<file path="config.mk">
export PLATFORM = sky130hd
export DESIGN_NAME = yc_noc_outport_flat
export DESIGN_NICKNAME = d
export VERILOG_FILES = /design/src/rtl/yc_noc_pkg.sv /design/src/rtl/yc_noc_outport_if.sv /design/src/rtl/yc_noc_ofifo.sv /design/src/rtl/yc_noc_outport.sv /design/src/flat_wrapper.sv
export SDC_FILE = /design/constraint.sdc
export NUM_CORES = 1
export LEC_CHECK = 0
export BUFFER_PORTS_ARGS = -buffer_cell sky130_fd_sc_hd__buf_2
export CORE_MARGIN = 2
export CORE_UTILIZATION = 45
export DETAILED_ROUTE_END_ITERATION = 10
export PLACE_DENSITY = 0.72
export SETUP_SLACK_MARGIN = 0.1
export SYNTH_ARGS = -nofsm -noshare
export SYNTH_HDL_FRONTEND = slang
export SYNTH_SLANG_ARGS = --single-unit
</file>
<file path="constraint.sdc">
create_clock -name clk -period 17.9 [get_ports clk]
set_input_delay 0 -clock clk [delete_from_list [all_inputs] [get_ports clk]]
set_output_delay 0 -clock clk [all_outputs]
set_load 0.05 [all_outputs]
</file>
<file path="src/rtl/yc_noc_pkg.sv">
// yc_noc_pkg: shared flit type, default sizes and round-robin pick helper for the NoC output port.
package yc_noc_pkg;
   localparam int N_D = 5;
   localparam int FW_D = 32;
   localparam int DEPTH_D = 2;
   localparam int NMAX = 32;
   typedef struct packed {
      logic head;
      logic tail;
      logic [FW_D-1:0] payload;
   } yc_flit_t;
   // Scans from the highest offset down so the lowest offset from ptr wins.
   function automatic logic [NMAX-1:0] rr_pick(input logic [NMAX-1:0] req, input int ptr, input int n);
      logic [NMAX-1:0] g;
      int j;
      g = '0;
      for (int k = n - 1; k >= 0; k--) begin
         j = (ptr + k) % n;
         if (req[j[4:0]]) g = NMAX'(1) << j;
      end
      return g;
   endfunction
endpackage

</file>
<file path="src/rtl/yc_noc_outport_if.sv">
// yc_noc_outport_if: requester-side and link-side signals of one router output port.
// YC_NOC_OUTPORT_CREDIT_EN swaps out_ready for a credit_ret input.
interface yc_noc_outport_if #(parameter int N = 5, parameter int FW = 32);
   logic [N-1:0] in_valid;
   logic [N-1:0] in_head;
   logic [N-1:0] in_tail;
   logic [N*FW-1:0] in_flit;
   logic [N-1:0] in_ready;
   logic out_valid;
   logic [FW-1:0] out_flit;
   logic out_head;
   logic out_tail;
`ifdef YC_NOC_OUTPORT_CREDIT_EN
   logic credit_ret;
   modport slave(input in_valid, in_head, in_tail, in_flit, credit_ret,
                 output in_ready, out_valid, out_flit, out_head, out_tail);
   modport master(output in_valid, in_head, in_tail, in_flit, credit_ret,
                  input in_ready, out_valid, out_flit, out_head, out_tail);
`else
   logic out_ready;
   modport slave(input in_valid, in_head, in_tail, in_flit, out_ready,
                 output in_ready, out_valid, out_flit, out_head, out_tail);
   modport master(output in_valid, in_head, in_tail, in_flit, out_ready,
                  input in_ready, out_valid, out_flit, out_head, out_tail);
`endif
endinterface

</file>
<file path="src/rtl/yc_noc_ofifo.sv">
// yc_noc_ofifo: small synchronous FIFO of flits; head reads as zero when empty.
module yc_noc_ofifo
   import yc_noc_pkg::*;
#(
   parameter int DEPTH = DEPTH_D,
   parameter type T = yc_flit_t,
   localparam int AW = $clog2(DEPTH),
   localparam int CW = $clog2(DEPTH + 1)
) (
   input  logic clk,
   input  logic rst,
   input  logic push,
   input  logic pop,
   input  T din,
   output T dout,
   output logic full,
   output logic empty,
   output logic [CW-1:0] count
);
   T mem [DEPTH];
   logic [AW-1:0] wp, rp;
   logic do_push, do_pop;
   assign full = count == CW'(DEPTH);
   assign empty = count == '0;
   assign do_push = push & !full;
   assign do_pop = pop & !empty;
   assign dout = empty ? T'('0) : mem[rp];
   always_ff @(posedge clk) begin
      if (rst) begin
         wp <= '0;
         rp <= '0;
         count <= '0;
      end else begin
         if (do_push) wp <= wp == AW'(DEPTH - 1) ? '0 : wp + 1'b1;
         if (do_pop) rp <= rp == AW'(DEPTH - 1) ? '0 : rp + 1'b1;
         count <= count + CW'(do_push) - CW'(do_pop);
      end
   end
   always_ff @(posedge clk) if (do_push) mem[wp] <= din;
endmodule

</file>
<file path="src/rtl/yc_noc_outport.sv">
// yc_noc_outport: packet-level round-robin output port with wormhole lock and output FIFO.
// YC_NOC_OUTPORT_CREDIT_EN replaces link ready with a saturating credit counter.
module yc_noc_outport
   import yc_noc_pkg::*;
#(
   parameter int N = N_D,
   parameter int FW = FW_D,
   parameter int DEPTH = DEPTH_D,
   parameter int CRED = 4
) (
   input logic clk,
   input logic rst,
   yc_noc_outport_if.slave p
);
   localparam int PW = N > 1 ? $clog2(N) : 1;
   localparam int CW = $clog2(DEPTH + 1);
   typedef struct packed {
      logic head;
      logic tail;
      logic [FW-1:0] payload;
   } flit_t;
   logic locked;
   logic [PW-1:0] owner, ptr, win_idx, idx;
   logic [N-1:0] win;
   logic full, empty, acc, pop;
   logic [CW-1:0] count;
   flit_t din, dout;
   assign win = N'(rr_pick(NMAX'(p.in_valid & p.in_head), int'(ptr), N));
   always_comb begin
      win_idx = '0;
      for (int i = 0; i < N; i++) if (win[i]) win_idx = PW'(i);
   end
   assign idx = locked ? owner : win_idx;
   assign p.in_ready = rst | full ? '0 : locked ? N'(1) << owner : win;
   assign acc = |(p.in_valid & p.in_ready);
   assign din = '{head: p.in_head[idx], tail: p.in_tail[idx], payload: p.in_flit[idx*FW +: FW]};
   // Any accepted flit without a tail leaves (or keeps) the port locked to its sender.
   always_ff @(posedge clk) begin
      if (rst) begin
         locked <= 1'b0;
         owner <= '0;
         ptr <= '0;
      end else if (acc) begin
         locked <= !p.in_tail[idx];
         if (p.in_head[idx]) begin
            owner <= idx;
            ptr <= idx == PW'(N - 1) ? '0 : idx + 1'b1;
         end
      end
   end
`ifdef YC_NOC_OUTPORT_CREDIT_EN
   localparam int CRW = $clog2(CRED + 1);
   logic [CRW-1:0] credits;
   assign pop = count != '0 & credits != '0;
   always_ff @(posedge clk) begin
      if (rst) credits <= CRW'(CRED);
      else if (pop & !p.credit_ret) credits <= credits - 1'b1;
      else if (!pop & p.credit_ret & credits != CRW'(CRED)) credits <= credits + 1'b1;
   end
`else
   assign pop = count != '0 & p.out_ready;
`endif
   yc_noc_ofifo #(.DEPTH(DEPTH), .T(flit_t)) u_fifo (
      .clk(clk),
      .rst(rst),
      .push(acc),
      .pop(pop),
      .din(din),
      .dout(dout),
      .full(full),
      .empty(empty),
      .count(count)
   );
   assign p.out_valid = !empty;
   assign {p.out_head, p.out_tail, p.out_flit} = dout;
endmodule

</file>
<file path="src/flat_wrapper.sv">
// flat-port wrapper written by rule: the top's interface ports become plain ports
module yc_noc_outport_flat import yc_noc_pkg::*;
#(
   parameter int N = N_D,
   parameter int FW = FW_D,
   parameter int DEPTH = DEPTH_D,
   parameter int CRED = 4
)
  (clk, rst, p_in_valid, p_in_head, p_in_tail, p_in_flit, p_out_ready, p_in_ready, p_out_valid, p_out_flit, p_out_head, p_out_tail);
  yc_noc_outport_if #(.N(N), .FW(FW)) p_i ();
  input logic clk;
  input logic rst;
  input wire logic [$bits(p_i.in_valid)-1:0] p_in_valid;
  input wire logic [$bits(p_i.in_head)-1:0] p_in_head;
  input wire logic [$bits(p_i.in_tail)-1:0] p_in_tail;
  input wire logic [$bits(p_i.in_flit)-1:0] p_in_flit;
  input wire logic [$bits(p_i.out_ready)-1:0] p_out_ready;
  output wire logic [$bits(p_i.in_ready)-1:0] p_in_ready;
  output wire logic [$bits(p_i.out_valid)-1:0] p_out_valid;
  output wire logic [$bits(p_i.out_flit)-1:0] p_out_flit;
  output wire logic [$bits(p_i.out_head)-1:0] p_out_head;
  output wire logic [$bits(p_i.out_tail)-1:0] p_out_tail;
  assign p_i.in_valid = p_in_valid;
  assign p_i.in_head = p_in_head;
  assign p_i.in_tail = p_in_tail;
  assign p_i.in_flit = p_in_flit;
  assign p_i.out_ready = p_out_ready;
  assign p_in_ready = p_i.in_ready;
  assign p_out_valid = p_i.out_valid;
  assign p_out_flit = p_i.out_flit;
  assign p_out_head = p_i.out_head;
  assign p_out_tail = p_i.out_tail;
  yc_noc_outport #(.N(N), .FW(FW), .DEPTH(DEPTH), .CRED(CRED)) u_core (.clk(clk), .rst(rst), .p(p_i));
endmodule
</file>
==> parameters.txt, run 1 <==
Parameter                              Value

Finish
  Util after Layout ... between 50% and 60%
  Synth-to-layout area growth ... 23.1%
  Final Non-Filler Cells ... between 1000 and 1500
  Net count, final ... 1105
  FILL cells ... between 1000 and 1500
  Antenna diodes ... 0
  Proportion of layout cells with a drive suffix above 1 ... about a third

Timing
  Transition time at the pin with the least slew margin ... about 1.1 ns
  Setup repair after global routing missed its margin ... false
  Tightest slew margin relative to the limit ... 26.6%
  Total negative slack for setup checks ... 0 ns
  Pins Over Slew Limit ... 0
  Post-route clock period utilization ... 42.5%
  Setup violators final ... 0
  Post-route worst hold slack ... between 0.01 and 0.015 ns
  Worst clock skew ... around 0.0053 ns
  Hold violation count in the final report ... 0
  Fin crit period ... 7.60 ns
  Maximum achievable frequency ... roughly 0.13 GHz

Route
  Avg Vias per Cell ... approximately 6
  Routed length per instance ... ~18 um
  Number of DRC markers in iteration 0 ... roughly 470
  Vias post-DR ... 6602
  Remaining antenna violation count after routing ... 0
  Detailed Route WL ... 20.5 mm
  DRC errors left ... 0
  1st-pass router iterations ... 5

Floorplanning
  Die extent in x ... ~130 um
  Initial standard-cell utilization of the core ... a little under half
  Io pins ... 218
  Number of core rows ... 45
  Placeable core region ... roughly 0.015 sq mm
  Vertical die dimension ... between 100 and 150 um
  Die ar. ... approximately 0.017 sq mm

Critical path
  Worst EP required ... between 15 and 20 ns
  Delay of the slowest cell on the worst path ... between 0.7 and 0.8 ns
  Beginning of the worst register-to-register path ... u_core.ptr[1]$_SDFFE_PP0P_
  Type of the setup path with the least slack ... reg2reg
  CP cell instances ... buf_4, inv_1, ha_1, inv_1, ha_1, inv_1, ha_1, nor3_4, o21ai_0, and2_4, inv_2, ha_1, a311oi_1, a221o_1, or2_2, a2111oi_0, a311oi_1, o31ai_1, o211ai_1, nand3_1, or3_1, clkinv_1, nor2_4
  Critical Path Source Type ... register
  Critical path launch point ... u_core.ptr[1]$_SDFFE_PP0P_
  CP max stage cell ... nor2_4
  Cell type group with the largest total delay on the critical path ... compound AO/OA/AOI/OAI gates
  Critical path buffers and inverters ... 6
  Data arrival time of the worst path ... between 7 and 8 ns
  R2r endpoint ... u_core.u_fifo.mem[0][26]$_DFFE_PP_
  Sort of element at the end of the critical path ... register
  Maximum fanout encountered on the critical timing path ... 34
  R2r setup slk ... slightly above 10 ns
  Reg2Reg Depth ... 23
  Crit-path most repeated cell ... ha_1

Logic synthesis
  Syn_area_per_cell ... between 10 and 15 sq um
  Most numerous cell in the Yosys netlist ... nor2_1
  Share of the synthesized area in the top cell type ... between 20% and 30%
  Share of flip-flops with an asynchronous set or reset ... 0%
  Net count after synthesis ... around 900
  Most frequent cells after synthesis ... 75 x nor2_1, 68 x edfxtp_1, 45 x nand2_1
  Count of flip-flops with a built-in enable after synthesis ... ~70
  Number of warnings printed during yosys synthesis ... 0
  Number of unique standard cell types used by synthesis ... 85
  Sequential cell area fraction in the yosys report ... approximately a third
  Gate count after technology mapping ... 699
  Register bit count reported by yosys ... 80
  Cell type with the largest total area after synthesis ... edfxtp_1
  Largest cells by area after synthesis ... edfxtp_1 29%, mux4_2 13%, mux2i_1 6.1%
  Primary FF master, synth ... edfxtp_1
  Post-synthesis instance area ... ~0.0070 sq mm

Placement
  Count of buffers inserted at the top-level ports ... about 220
  Detailed placer's ending HPWL ... about 15 mm
  Placed Instances ... roughly 1100
  Final GP Congestion ... 0.991

CTS
  Deepest clock path buffer count ... 2
  Post-CTS setup-driven buffer insertion count ... 0
  Clock edge transition at the registers on the reported setup and hold paths ... roughly 0.060 ns
  Buffer type at the clock tree root ... clkbuf_16
  Clock insertion delay at the later pin of the skew report ... 0.33 ns
  Clock tree from TritonCTS ... built
  Clock tree sinks ... 80
  H-Tree Level Count ... 3
  Number of buffers inserted by hold repair at cts ... 11
  Num CTS Buffers ... 9
  Count of cells resized by post-cts repair ... 0

Status
  Outcome ... complete, no violations

Global routing
  Via count of the first global-routing pass ... approximately 6000
  Final global-route overflow total ... 0
  Total global routing track utilization ... between 20% and 30%
  Pin count of the biggest net entering global routing ... between 40 and 50
  Wire length of the first global-routing pass ... just over 30 mm
  Antenna violations before repair ... 0

Hold path
  Worst hold path depth ... 2
  Endpoint with the worst hold slack ... u_core.u_fifo.mem[0][17]$_DFFE_PP_
  Worst min-delay path startpoint ... p_in_flit[145]
  HP Class ... in2reg

Pwr
  Maximum VDD drop ... 0.249 mV
  P_leak ... 3.58 nW
  Power density of the placed cells ... around 200 mW/mm^2

Job
  Total of max-cap violations ... 0
## where the power goes
group | switching, mW | total (mW) | internal (mW)
clock network | 0.0695 | 0.192 | 0.122
registers | 0.0402 | 0.411 | 0.371
logic | 0.699 | 1.15 | 0.456
total | 0.808 | 1.76 | 0.949
## per-layer routing
layer	wire length [um]	up-vias	global-route usage, %	part of all wire, %
li1	-	3123	-	-
met1	9040	3159	33.0	44
met2	9660	294	38.6	47
met3	1500	26	3.34	7.3
met4	292	0	5.82	1.4
met5	0	-	0	0
## area by class of cell
cell class	count	area (sq um)	area share [%]
multi-input combinational	540	4430	51.1
sequential	80	2280	26.4
timing repair buffer	235	1250	14.4
tap	211	264	3.05
clock buffer	9	225	2.60
inverter	32	120	1.39
clock inverter	6	90.1	1.04
## layout by cell type (no fill, tap or decap), types with 5 or more instances in the layout
cell | synthesis | routed
o21ai_0 | 23 | 23
buf_4 | 5 | 7
xnor2_1 | 5 | 5
nor2b_1 | 8 | 8
nor3_1 | 14 | 14
o211ai_1 | 7 | 7
a22o_1 | 36 | 36
or3_1 | 7 | 7
o21a_1 | 10 | 10
o31ai_1 | 5 | 5
inv_1 | 25 | 25
dlygate4sd3_1 | 0 | 11
ha_1 | 29 | 29
a21oi_1 | 31 | 30
a22oi_1 | 5 | 5
and3_1 | 6 | 6
nand3_1 | 11 | 11
nand2b_1 | 6 | 6
nor4_1 | 6 | 6
mux4_2 | 40 | 40
edfxtp_1 | 68 | 68
nand2_1 | 45 | 45
clkbuf_16 | 0 | 9
mux2i_1 | 43 | 43
nor2_1 | 75 | 73
a211oi_1 | 13 | 13
dfxtp_1 | 12 | 11
inv_2 | 6 | 6
a31oi_1 | 8 | 8
and2_1 | 15 | 15
buf_2 | 10 | 217
nand3b_1 | 5 | 5
## stage by stage
| step | instance area [sq um] | total power [mW] | setup WS [ns] |
|---|---|---|---|
| floorplan | 7030 | 1.32 | 9.82 |
| global placement | 8240 | 1.55 | 10.64 |
| detailed placement | 8240 | 1.56 | 10.48 |
| CTS | 8660 | 1.76 | 10.43 |
| global route | 8660 | 1.87 | 9.73 |
| finish | 8660 | 1.76 | 10.30 |
## worst max path at each step
stage	endpoint	depth (start not counted)	slack (ns)
floorplan	u_core.u_fifo.mem[0][0]$_DFFE_PP_	27	9.82
global route	u_core.u_fifo.mem[0][18]$_DFFE_PP_	23	9.73
detailed placement	u_core.u_fifo.mem[0][25]$_DFFE_PP_	23	10.48
CTS	u_core.u_fifo.mem[0][18]$_DFFE_PP_	23	10.43
finish	u_core.u_fifo.mem[0][26]$_DFFE_PP_	23	10.30
global placement	u_core.u_fifo.mem[0][25]$_DFFE_PP_	23	10.64
## registers in the layout, summed over array words and instances (netlist names), named ones only
signal,cells
u_core.u_fifo.mem,68
u_core.owner,3
u_core.u_fifo.rp,1
u_core.ptr,3
u_core.u_fifo.count,2
u_core.locked,1
u_core.u_fifo.wp,1
## cells by family after synthesis
| group | after synthesis | synth area share (%) |
|---|---|---|
| DFF | 80 | 32.4 |
| and+or+nand+nor | 223 | 16.0 |
| xor gates and xnor gates | 8 | 1.10 |
| AOI/OAI and AO/OA | 195 | 21.0 |
| muxes | 85 | 19.2 |
| buffers and inverters | 79 | 4.98 |
| adders and majority gates | 29 | 5.16 |
Note: power is estimated with default switching activity, not from simulation.
==> run 2: changes to the inputs <==
--- a/config.mk
+++ b/config.mk
@@ -9,7 +9,7 @@
 export CORE_MARGIN = 2
 export CORE_UTILIZATION = 45
 export DETAILED_ROUTE_END_ITERATION = 10
-export PLACE_DENSITY = 0.72
+export PLACE_DENSITY = 0.74
 export SETUP_SLACK_MARGIN = 0.1
 export SYNTH_ARGS = -nofsm -noshare
 export SYNTH_HDL_FRONTEND = slang
==> constraint.sdc (replaced) <==
create_clock -name clk -period 6.45 [get_ports clk]
set_input_delay 0 -clock clk [delete_from_list [all_inputs] [get_ports clk]]
set_output_delay 0 -clock clk [all_outputs]
set_load 0.05 [all_outputs]
==> parameters.txt, run 2 (synthesis gave the netlist of run 1 again) <==
Parameter                              Value

Status
  Outcome ... complete, no violations

Hold path
  Endpoint with the worst hold slack ... u_core.u_fifo.mem[1][9]$_DFFE_PP_
  Worst min-delay path startpoint ... p_in_flit[137]
  HP Class ... in2reg
  Worst hold path depth ... 2 (unchanged)

CTS
  Post-CTS setup-driven buffer insertion count ... 0 (unchanged)
  Clock tree from TritonCTS ... built
  Clock edge transition at the registers on the reported setup and hold paths ... 0.06 ns (about the same)
  H-Tree Level Count ... 3 (unchanged)
  Deepest clock path buffer count ... 2 (unchanged)
  Buffer type at the clock tree root ... clkbuf_16
  Clock insertion delay at the later pin of the skew report ... 0.33 ns (about the same)
  Num CTS Buffers ... 9 (unchanged)
  Clock tree sinks ... 80 (unchanged)

Route
  Remaining antenna violation count after routing ... 0 (unchanged)
  DRC errors left ... 0 (unchanged)
  Avg Vias per Cell ... 5.98 (+0.82%)
  1st-pass router iterations ... 5 (unchanged)
  Detailed Route WL ... 21.4 mm (+4.4%)
  Vias post-DR ... 6752 (+2.3%)
  Routed length per instance ... 19.0 um (+3.0%)
  Number of DRC markers in iteration 0 ... 583 (+25%)

Critical path
  CP max stage cell ... and2_2
  Beginning of the worst register-to-register path ... u_core.ptr[0]$_SDFFE_PP0P_
  Critical Path Source Type ... register
  Sort of element at the end of the critical path ... register
  Worst EP required ... 6.41 ns (-11.44 ns)
  Critical path buffers and inverters ... 4 (-2)
  Cell type group with the largest total delay on the critical path ... simple AND/OR/NAND/NOR gates
  R2r endpoint ... u_core.u_fifo.mem[1][27]$_DFFE_PP_
  Critical path depth in cells ... 20 (-13%)
  Crit-path most repeated cell ... ha_1
  Delay of the slowest cell on the worst path ... 0.80 ns (about the same)
  Data arrival time of the worst path ... 5.90 ns (-1.65 ns)
  Maximum fanout encountered on the critical timing path ... 35 (+2.9%)
  R2r setup slk ... 0.51 ns (-9.79 ns)
  Type of the setup path with the least slack ... reg2reg
  Reg2Reg Depth ... 20 (-13%)
  CP cell instances ... inv_2, ha_1, inv_1, ha_1, inv_1, ha_1, or3_1, nand3_1, and2_4, inv_2, ha_1, mux4_2, mux4_2, nand2_1, and4_1, o21ai_1, a311o_1, a211oi_1, or3_1, and2_2

Placement
  Count of buffers inserted at the top-level ports ... 217 (unchanged)
  Detailed placer's ending HPWL ... 16.5 mm (+7.2%)
  Final GP Congestion ... 0.971 (-2.0%)
  Post-Place Setup Slack ... 0.235 ns (-10.24 ns)
  Placed Instances ... 1102 (+1.4%)

Finish
  Most common cell after layout, fill and taps aside ... buf_2
  Synth-to-layout area growth ... 25.0%
  Antenna diodes ... 0 (unchanged)
  Registers with the most flip-flops ... u_core.u_fifo.mem x68, u_core.owner x3, u_core.ptr x3
  Final Non-Filler Cells ... 1129 (+1.4%)
  Max FFs per register ... 68 (unchanged)
  Register with the most flip-flops ... u_core.u_fifo.mem
  Proportion of layout cells with a drive suffix above 1 ... 36.5% (+2.0 points)
  Net count, final ... 1120 (+1.4%)
  Leading cell types in the layout, fill and taps excluded ... 217 x buf_2, 73 x nor2_1, 68 x edfxtp_1, 45 x nand2_1, 43 x mux2i_1

Timing
  Setup repair after global routing missed its margin ... false
  Maximum achievable frequency ... 0.168 GHz (+28%)
  Pins Over Slew Limit ... 0 (unchanged)
  Hold violation count in the final report ... 0 (unchanged)
  Post-route clock period utilization ... 92.1% (+50 points)
  Total negative slack for setup checks ... 0 ns (unchanged)
  Setup violators final ... 0 (unchanged)
  Tightest slew margin relative to the limit ... 27.5% (+0.86 points)
  Transition time at the pin with the least slew margin ... 1.09 ns (-0.0153 ns)
  Fin crit period ... 5.94 ns (-1.66 ns)
  Min setup slack post-route ... 0.510 ns (-9.79 ns)
  Worst clock skew ... 0.00831 ns (+0.00305 ns)

Global routing
  Final global-route overflow total ... 0 (unchanged)
  Wire length of the first global-routing pass ... 31.9 mm (+2.8%)
  Via count of the first global-routing pass ... 6236 (+2.6%)
  Total global routing track utilization ... 24.4% (+0.89 points)
  Pin count of the biggest net entering global routing ... 42 (-2.3%)
  Antenna violations before repair ... 0 (unchanged)

Floorplanning
  Vertical die dimension ... 129 um (unchanged)
  Die ar. ... 0.0166 sq mm (unchanged)
  Placeable core region ... 0.0153 sq mm (unchanged)
  Io pins ... 218 (unchanged)
  Number of core rows ... 45 (unchanged)
  Die extent in x ... 129 um (unchanged)
  Initial standard-cell utilization of the core ... 46.1% (unchanged)

Pwr
  Maximum VDD drop ... 0.284 mV (+14%)
  P_leak ... 3.63 nW (+1.6%)
  Power density of the placed cells ... 564 mW/mm^2 (+180%)
  Post-layout power ... 4.96 mW (+180%)

Job
  Total of max-cap violations ... 0 (unchanged)
## run 2: cell types whose count changed in the layout (fill, tap and decap cells not counted), sizes merged
cell	delta
buf	+15
inv	-2
clkinv	+3
bufinv	-2
clkinvlp	+2
## run 2: routing by layer
metal / vias up / GRT usage, % / routed length (um)
met3: 42 / 4.13 / 1640
met1: 3229 / 32.5 / 8950
met4: 0 / 6.91 / 447
met5: - / 0 / 0
met2: 323 / 41.2 / 10400
li1: 3158 / - / -
## run 2: what timing repair did
item / CTS / global route
setup endpoints to repair: 0 / 110
endpoints found under the hold margin: 20 / 0
hold buffers: 11 / 0
resized for setup: 0 / 7
## run 2: layout make-up
cell class / count / area, sq um
sequential: 80 / 2280
clock buffer: 9 / 225
multi-input combinational: 540 / 4460
clock inverter: 7 / 46.3
tap: 211 / 264
inverter: 32 / 124
timing repair buffer: 250 / 1390
fill: 1331 / 6470
## run 2: where the power goes
part | switching (mW) | internal, mW | total (mW) | leakage, nW
clock network | 0.201 | 0.260 | 0.461 | 0.129
registers | 0.0753 | 1.03 | 1.10 | 0.728
logic | 2.04 | 1.35 | 3.39 | 2.78
## run 2: worst reg2reg max path, delay by kind of cell (launching register included)
kind,cells,cell delay [ns]
muxes,2,1.03
buffers and inverters,4,0.31
AOI/OAI and AO/OA,3,0.70
and+or+nand+nor,7,2.10
adders and majority gates,4,1.12
DFF,1,0.32
## run 2: per-stage QoR
| stage | hold slack, ns | cell area [sq um] | util (%) |
|---|---|---|---|
| after floorplan | 0.0716 | 7070 | - |
| after global placement | 0.322 | 8390 | 55.0 |
| after detailed placement | 0.324 | 8390 | 55.0 |
| after CTS | 0.000340 | 8770 | 57.5 |
| after global routing | 0.00954 | 8790 | 57.6 |
| final | 0.0150 | 8790 | 57.6 |
## run 2: worst max-delay path by stage
stage | start | to | slack, ns
after floorplan | u_core.ptr[0]$_SDFFE_PP0P_ | u_core.u_fifo.count[1]$_SDFF_PP0_ | 0.13
after global placement | u_core.ptr[0]$_SDFFE_PP0P_ | u_core.ptr[0]$_SDFFE_PP0P_ | 0.40
after detailed placement | u_core.ptr[0]$_SDFFE_PP0P_ | u_core.ptr[0]$_SDFFE_PP0P_ | 0.23
after CTS | u_core.ptr[0]$_SDFFE_PP0P_ | u_core.ptr[0]$_SDFFE_PP0P_ | 0.22
after global routing | u_core.ptr[1]$_SDFFE_PP0P_ | u_core.u_fifo.count[1]$_SDFF_PP0_ | 0.1
final | u_core.ptr[0]$_SDFFE_PP0P_ | u_core.u_fifo.mem[1][27]$_DFFE_PP_ | 0.51
